**src/rtl/sysclk_mmcm_sequencer.sv**
```systemverilog
// Bring-up and recovery sequencer for the system clock MMCM.
// Drives MMCM reset, qualifies LOCKED, retries on timeout and restarts on lock loss.
module sysclk_mmcm_sequencer #(
    parameter int unsigned RST_CYCLES    = 16,
    parameter int unsigned LOCK_TIMEOUT  = 65536,
    parameter int unsigned SETTLE_CYCLES = 1024,
    parameter int unsigned MAX_RETRIES   = 4,
    parameter int unsigned TIMER_WIDTH   = 17
) (
    input  logic       clk,
    input  logic       reset,
    input  logic       locked_i,
    input  logic       restart_i,
    input  logic       clear_count_i,
    output logic       mmcm_rst_o,
    output logic       ready_o,
    output logic       fail_o,
    output logic [2:0] state_o,
    output logic [3:0] retry_count_o,
    output logic [7:0] lock_loss_count_o
);

    // state      | meaning
    // RESET_HOLD | MMCM held in reset for RST_CYCLES
    // WAIT_LOCK  | reset released, waiting for locked_s (bounded by LOCK_TIMEOUT)
    // SETTLE     | locked_s must stay high for SETTLE_CYCLES
    // READY      | clock usable; a lock drop restarts the sequence
    // FAIL       | attempts exhausted, MMCM held in reset until restart/reset
    typedef enum logic [2:0] {
        S_RESET_HOLD = 3'd0,
        S_WAIT_LOCK  = 3'd1,
        S_SETTLE     = 3'd2,
        S_READY      = 3'd3,
        S_FAIL       = 3'd4
    } state_t;

    localparam logic [TIMER_WIDTH-1:0] RST_LAST    = TIMER_WIDTH'(RST_CYCLES - 1);
    localparam logic [TIMER_WIDTH-1:0] TIMEOUT_LAST = TIMER_WIDTH'(LOCK_TIMEOUT - 1);
    localparam logic [TIMER_WIDTH-1:0] SETTLE_LAST = TIMER_WIDTH'(SETTLE_CYCLES - 1);
    localparam logic [3:0]             RETRY_MAX   = 4'(MAX_RETRIES);

    logic                   sync1_q;
    logic                   locked_s_q;
    state_t                 state_q, state_d;
    logic [TIMER_WIDTH-1:0] timer_q, timer_d;
    logic [3:0]             retry_q, retry_d;
    logic [7:0]             loss_cnt_q, loss_cnt_d;
    logic                   mmcm_rst_q, mmcm_rst_d;
    logic                   ready_q, ready_d;
    logic                   fail_q, fail_d;
    logic                   lost_lock;
    logic [3:0]             retry_inc;

    always_comb begin
        state_d    = state_q;
        retry_d    = retry_q;
        loss_cnt_d = loss_cnt_q;
        timer_d    = timer_q + 1'b1;
        lost_lock  = (state_q == S_READY) && !locked_s_q;
        retry_inc  = retry_q + 4'd1;

        // Clear beats a same-cycle increment.
        if (clear_count_i) begin
            loss_cnt_d = '0;
        end else if (lost_lock && (loss_cnt_q != 8'hFF)) begin
            loss_cnt_d = loss_cnt_q + 8'd1;
        end

        if (restart_i) begin
            state_d = S_RESET_HOLD;
            retry_d = '0;
        end else begin
            case (state_q)
                S_RESET_HOLD: begin
                    if (timer_q == RST_LAST) state_d = S_WAIT_LOCK;
                end
                S_WAIT_LOCK: begin
                    if (locked_s_q) begin
                        state_d = S_SETTLE;
                    end else if (timer_q == TIMEOUT_LAST) begin
                        retry_d = retry_inc;
                        state_d = (retry_inc == RETRY_MAX) ? S_FAIL : S_RESET_HOLD;
                    end
                end
                S_SETTLE: begin
                    if (!locked_s_q) begin
                        retry_d = retry_inc;
                        state_d = (retry_inc == RETRY_MAX) ? S_FAIL : S_RESET_HOLD;
                    end else if (timer_q == SETTLE_LAST) begin
                        state_d = S_READY;
                        retry_d = '0;
                    end
                end
                S_READY: begin
                    if (lost_lock) begin
                        state_d = S_RESET_HOLD;
                        retry_d = '0;
                    end
                end
                S_FAIL: begin
                    state_d = S_FAIL;
                end
                default: begin
                    state_d = S_RESET_HOLD;
                    retry_d = '0;
                end
            endcase
        end

        if (restart_i || (state_d != state_q)) timer_d = '0;

        // Outputs are decoded from the next state so they register alongside it.
        mmcm_rst_d = (state_d == S_RESET_HOLD) || (state_d == S_FAIL);
        ready_d    = (state_d == S_READY);
        fail_d     = (state_d == S_FAIL);
    end

    always_ff @(posedge clk) begin
        if (reset) begin
            sync1_q    <= 1'b0;
            locked_s_q <= 1'b0;
            state_q    <= S_RESET_HOLD;
            timer_q    <= '0;
            retry_q    <= '0;
            loss_cnt_q <= '0;
            mmcm_rst_q <= 1'b1;
            ready_q    <= 1'b0;
            fail_q     <= 1'b0;
        end else begin
            sync1_q    <= locked_i;
            locked_s_q <= sync1_q;
            state_q    <= state_d;
            timer_q    <= timer_d;
            retry_q    <= retry_d;
            loss_cnt_q <= loss_cnt_d;
            mmcm_rst_q <= mmcm_rst_d;
            ready_q    <= ready_d;
            fail_q     <= fail_d;
        end
    end

    assign mmcm_rst_o        = mmcm_rst_q;
    assign ready_o           = ready_q;
    assign fail_o            = fail_q;
    assign state_o           = state_q;
    assign retry_count_o     = retry_q;
    assign lock_loss_count_o = loss_cnt_q;

endmodule

```
**config.mk**
```make
export PLATFORM = sky130hd
export DESIGN_NAME = sysclk_mmcm_sequencer
export DESIGN_NICKNAME = d
export VERILOG_FILES = /design/src/rtl/sysclk_mmcm_sequencer.sv
export SDC_FILE = /design/constraint.sdc
export NUM_CORES = 1
export LEC_CHECK = 0
export ABC_CLOCK_PERIOD_IN_PS = 2230
export CAP_MARGIN = 10
export CORE_UTILIZATION = 50
export CTS_CLUSTER_SIZE = 28
export DETAILED_ROUTE_END_ITERATION = 6
export GPL_TIMING_DRIVEN = 0
export PLACE_DENSITY = 0.8
export SLEW_MARGIN = 20
export SYNTH_ARGS = -nofsm -noshare
export SYNTH_HDL_FRONTEND = slang
export SYNTH_SLANG_ARGS = --single-unit
export TNS_END_PERCENT = 100
```
**constraint.sdc**
```tcl
create_clock -name clk -period 2.23 [get_ports clk]
set_clock_uncertainty 0.05 [all_clocks]
set_input_delay 0.5575 -clock clk [delete_from_list [all_inputs] [get_ports clk]]
set_output_delay 0.5575 -clock clk [all_outputs]
set_load 0.005 [all_outputs]
```
Yosys cells after proc, flatten, opt, wreduce, memory -nomap -nowiden

Index checks and enable logic that the tools add are counted.

Flip-flop bits (word level): 37
Input bits: 5
Output and inout bits: 18

$add $sub $neg: 3
Equal/unequal tests: 16
Multiplexer cells: 15
Bitwise logic cells: 1
Reductions and logical operators: 12

Operator list:

| cell                                                                     | count |
|---|---|
| 3-bit 2-to-1 mux                                                         | 8 |
| 4-bit 2-to-1 mux                                                         | 5 |
| 17-bit by 1-bit adder with 17-bit output (second input constant)         | 1 |
| 17-bit by 10-bit equality test with 1-bit output (second input constant) | 1 |
| 17-bit by 16-bit equality test with 1-bit output (second input constant) | 1 |
| 17-bit by 4-bit equality test with 1-bit output (second input constant)  | 1 |
| 4-bit one-hot mux with 4 select lines                                    | 1 |
| 3-bit one-hot mux with 5 select lines                                    | 1 |
| 3-bit by 2-bit equality test with 1-bit output (second input constant)   | 3 |
| 8-bit by 1-bit adder with 8-bit output (second input constant)           | 1 |
| 8-bit inequality test (second input constant)                            | 1 |
| 2-bit OR reduction                                                       | 4 |
| 3-bit equality test (second input constant)                              | 2 |
| 3-bit zero test                                                          | 2 |
| 2-bit inequality test (second input constant)                            | 3 |
| 5-bit AND reduction                                                      | 1 |
| 4-bit by 1-bit adder with 4-bit output (second input constant)           | 1 |
| 4-bit by 3-bit equality test with 1-bit output (second input constant)   | 1 |
| 3-bit by 1-bit equality test with 1-bit output (second input constant)   | 1 |
| 3-bit inequality test                                                    | 1 |
| 3-bit inequality test (second input constant)                            | 1 |
| 1-bit logical AND                                                        | 2 |
| 1-bit logical OR                                                         | 2 |
| 1-bit zero test                                                          | 1 |
| 1-bit inverter                                                           | 1 |

Logic depth before layout (Yosys ltp)

Depth after elaboration: 10
Gate-level depth with buffers: 12
Gate-level depth less buffers: 10

Least setup slack after synthesis

No wires, ideal clock.

Kind: reg-to-reg
Start point: register timer_q[0]
End point: register timer_q[11]
Library setup time: 0.066 ns
Arrival: 2.356 ns
Slack: -0.243 ns
Stages on the path, launching flop included: 13
Path buffers: 2
Period minus slack after synthesis: 2.473 ns
Cells stage by stage: dfxtp_1 -> ha_1 -> and3_1 -> buf_2 -> nand3_2 -> nor3_1 -> ha_1 -> nor3_2 -> o21ai_4 -> a211oi_2 -> a221o_2 -> buf_6 -> a21oi_2

Cells in the longest elaborated chain, start to end: 8
Elaborated cells between the ends (all ways): 14
Those cells by class: add/sub (1); eq/ne (4); mux (7); reduce/logical (2)

RTL lines:

| element                                                                                                              | line   | text |
|---|---|---|
| start: declaration                                                                                                   | 45     | `logic [TIMER_WIDTH-1:0] timer_q, timer_d;` |
| start signal: assignment                                                                                             | 133    | `timer_q <= timer_d;` |
| 17-bit by 10-bit equality test with 1-bit output or 17-bit by 16-bit equality test with 1-bit output (tied branches) | 89, 80 |  |
| 3-bit 2-to-1 mux (on tied branches)                                                                                  | 89, 80 |  |
| 3-bit 2-to-1 mux (on tied branches)                                                                                  | 86, 78 |  |
| 3-bit one-hot mux with 5 select lines                                                                                | 73     | `case (state_q)` |
| 3-bit 2-to-1 mux                                                                                                     | 69     | `if (restart_i) begin` |
| 3-bit inequality test                                                                                                | 110    | `if (restart_i \|\| (state_d != state_q)) timer_d = '0;` |
| 1-bit logical OR                                                                                                     | 110    |  |
| 2-bit OR reduction (no line)                                                                                         | --     |  |

Several ways; a longest one is shown, not always the timed one.
A chain may end at the register's enable or synchronous reset.

Worst setup path in the final report

Start point: register timer_q[6]
End point: register timer_q[16]

The elaborated chain is that of the path after synthesis.

==> results.py <==
metrics = {
    "run_status": {
        "status": "complete, but fails checks",
        "violations": "negative setup slack",
    },
    "route": {
        "wl_per_cell_um": 14.56,
        "wl_um": 4396,
        "drt_first_pass_iters": 4,
        "dr.first_iter.drc_count": 113,
        "vias": 1694,
        "ant_nets": 0,
        "vias_per_cell": 5.609,
        "drc": 0,
    },
    "global_route": {
        "grt_max_degree": 11,
        "grt_pass1_wl_um": 7327,
        "grtUsageTotal": 0.2299,
        "antenna_found_initial": 0,
        "grt_overflow_total": 0,
        "grt_pass1_vias": 1646,
    },
    "synth": {
        "avgSynthCellArea_um2": 9.228,
        "synth_area_um2": 1919,
        "synth_top_area_frac": 0.3859,
        "ys_seq_area_frac": 0.3859,
        "yosysTopAreaCell": "dfxtp_1",
        "syn-num-nets": 218,
        "synth_cell_types": 52,
        "syn_inst": 208,
        "yosys-top-cells-area": "dfxtp_1 39%, xnor2_1 6.4%, a21oi_2 4.6%, nor2_1 3.5%, ha_1 3.3%",
        "yosys.area_share.simple": 0.2673,
        "ys_warn_count": 0,
        "synth_compound_area_frac": 0.1623,
        "synth_fa_ha_area_frac": 0.03259,
        "yosys_register_bits": 37,
        "synth.mux.area_fraction": 0.01565,
        "synth_top_family_by_area": "simple AND/OR/NAND/NOR gates",
        "synth_xor_area_frac": 0.09126,
    },
    "floorplan": {
        "coreArea_um2": 3661,
        "initial_core_util": 0.5243,
        "die_h_um": 63.96,
        "std_cell_rows": 22,
        "die_w_um": 63.96,
        "die_area_um2": 4090,
        "ios": 23,
    },
    "job": {
        "drv_cap": 0,
    },
    "min_path": {
        "hold_path.class": "reg2reg",
        "worst_hold_path.num_cells": 1,
    },
    "sta": {
        "rsz0062_at_grt": "yes",
        "setup_viol": 17,
        "maxSlewViolCount": 0,
        "worstMarginPinSlew_ns": 0.4679,
        "slew_headroom": 0.6874,
        "fmax_ghz": 0.4076,
        "hold_viol_final": 0,
        "finalCritPeriodShare": 1.100,
        "setup_slack_ns": -0.2233,
        "fin_crit_ns": 2.453,
    },
    "clock_tree": {
        "cts_buffers": 5,
        "clk-insertion-delay-late_ns": 0.29,
        "cts_hold_buf": 0,
        "tritoncts": "done",
        "htreeDepth": 2,
        "clockBufferDepth": 2,
        "cts_root_buffer": "clkbuf_8",
        "path_clk_slew_ns": 0.07,
        "cts_sinks": 37,
    },
    "setup_path": {
        "end_kind": "flop",
        "cp-start-kind": "flop",
        "ff2ff_path_depth": 12,
        "cp_max_fo": 5,
        "arrival_ns": 2.63,
        "critPathKind": "reg2reg",
        "cp.required_ns": 2.41,
    },
    "placement": {
        "dpl_cell_area_um2": 2248,
        "pre_cts_ws_ns": -0.3573,
        "dp.cells": 278,
        "dpl.hpwl_um": 2698,
        "port_buffers": 22,
        "place.gp.congestion": 0.7516,
    },
    "cells_and_area": {
        "finalNonFillerCells": 302,
        "antenna_cells": 0,
        "fill_cells": 282,
        "nets": 264,
        "area.growth.synth_to_final_pct": 33.96,
        "final_area_um2": 2571,
        "final_layout_size_suffix_gt1_frac": 0.2992,
    },
    "power": {
        "max-vdd-ir-drop_mv": 0.3850,
        "powerDensity_nw_per_um2": 464.8,
        "p_leak_nw": 0.8674,
    },
}
through the flow:
stage	power (mW)	TNS, ns	hold slack (ns)	util
after floorplan	0.7048	-1.306	0.3638	-
after global placement	0.7197	-4.986	0.3679	0.6141
after detailed placement	0.7204	-5.281	0.3906	0.6141
after CTS	1.202	-3.785	0.4062	0.6808
after global routing	1.232	-4.735	0.4249	0.7023
final	1.195	-2.880	0.3986	0.7023
synthesized netlist by cell type, drive strengths merged:
cell and n:
dfxtp 37, a21oi 20, nor2 18, xnor2 14, nor3 12, nand3 10
nand2 9, inv 8, buf 7, xor2 6, ha 5, nand4 5
nor2b 5, nor4 5, and2 4, and3 4, and4 4, o21ai 4
mux2i 3, nand2b 2, nor3b 2, o211ai 2, o21a 2, o21bai 2
or2 2, or3 2, a211oi 1, a21boi 1, a221o 1, a221oi 1
a31o 1, a31oi 1, a32o 1, and2b 1, clkbuf 1, nand3b 1
nand4bb 1, o2111ai 1, o22ai 1, or4b 1
sequential cells by signal (all words and copies together) (netlist names):
signal and flops:
timer_q 17, lock_loss_count_o 8, retry_count_o 4, state_o 3, fail_o 1, locked_s_q 1
mmcm_rst_o 1, ready_o 1, sync1_q 1
final cells by class:
cell class	count	area, um^2	area share
multi-input cells	155	1175	0.4569
flip-flops and latches	37	758.2	0.2949
repair buffers	40	400.4	0.1557
clock buffers	7	86.33	0.03358
plain buffers	7	61.31	0.02384
well taps	48	60.06	0.02336
inverters	8	30.03	0.01168
cell usage in the layout (no fill, tap or decap), types with 3 or more instances in the layout:
| master | count |
|---|---|
| nor4_1 | 4 |
| a21oi_1 | 9 |
| xor2_1 | 6 |
| buf_4 | 15 |
| nor3_2 | 3 |
| nor2_1 | 18 |
| buf_6 | 3 |
| clkbuf_8 | 6 |
| dfxtp_1 | 27 |
| nor2b_1 | 5 |
| nand4_1 | 5 |
| a21oi_2 | 11 |
| nor3_1 | 8 |
| inv_1 | 8 |
| and2_4 | 3 |
| nand2_1 | 9 |
| mux2i_1 | 3 |
| and4_1 | 3 |
| clkdlybuf4s50_1 | 22 |
| xnor2_1 | 14 |
| nand3_1 | 7 |
| dfxtp_2 | 8 |
kinds of logic after synthesis:
group | count (synthesis)
and+or+nand+nor | 88
AOI/OAI and AO/OA | 39
DFF | 37
xor gates and xnor gates | 20
buffers and inverters | 16
adders and majority gates | 5
muxes | 3
report_power, final:
group          total [mW]  internal [mW]  switching, mW
clock               0.469          0.245          0.224
sequential          0.667          0.663        0.00398
combinational      0.0598         0.0328         0.0270
what timing repair did:
| action | in CTS | in global routing |
|---|---|---|
| pin swaps | 7 | 9 |
| setup endpoints to repair | 21 | 24 |
| gates cloned | 1 | 0 |
| buffers inserted | 11 | 6 |
| gates resized for setup | 6 | 17 |
final timing paths:
kind	startpoint	to	slack [ns]
worst max register to register	timer_q[6]	timer_q[16]	-0.22
worst max-delay path	timer_q[6]	timer_q[16]	-0.22
worst min-delay path	sync1_q	locked_s_q	0.40
worst min register to register	sync1_q	locked_s_q	0.40
critical path, cell delays in order, from the launching register on:
cell,delay (ns)
dfxtp_2,0.33
buf_6,0.10
and4_4,0.26
nand3_4,0.10
nor3_4,0.14
ha_2,0.19
nor3_2,0.05
o21ai_4,0.19
o211ai_2,0.14
a221o_2,0.43
buf_12,0.15
buf_16,0.13
a21oi_2,0.13
per-layer routing:
metal | GRT usage | up-vias | part of all wire
met1 | 0.2854 | 813 | 0.46
met4 | 0.1051 | 0 | 0.013
met2 | 0.3630 | 48 | 0.48
met5 | 0 | - | 0
met3 | 0.06964 | 7 | 0.045
li1 | - | 826 | -
No activity file was read; power rests on OpenSTA's default activity.
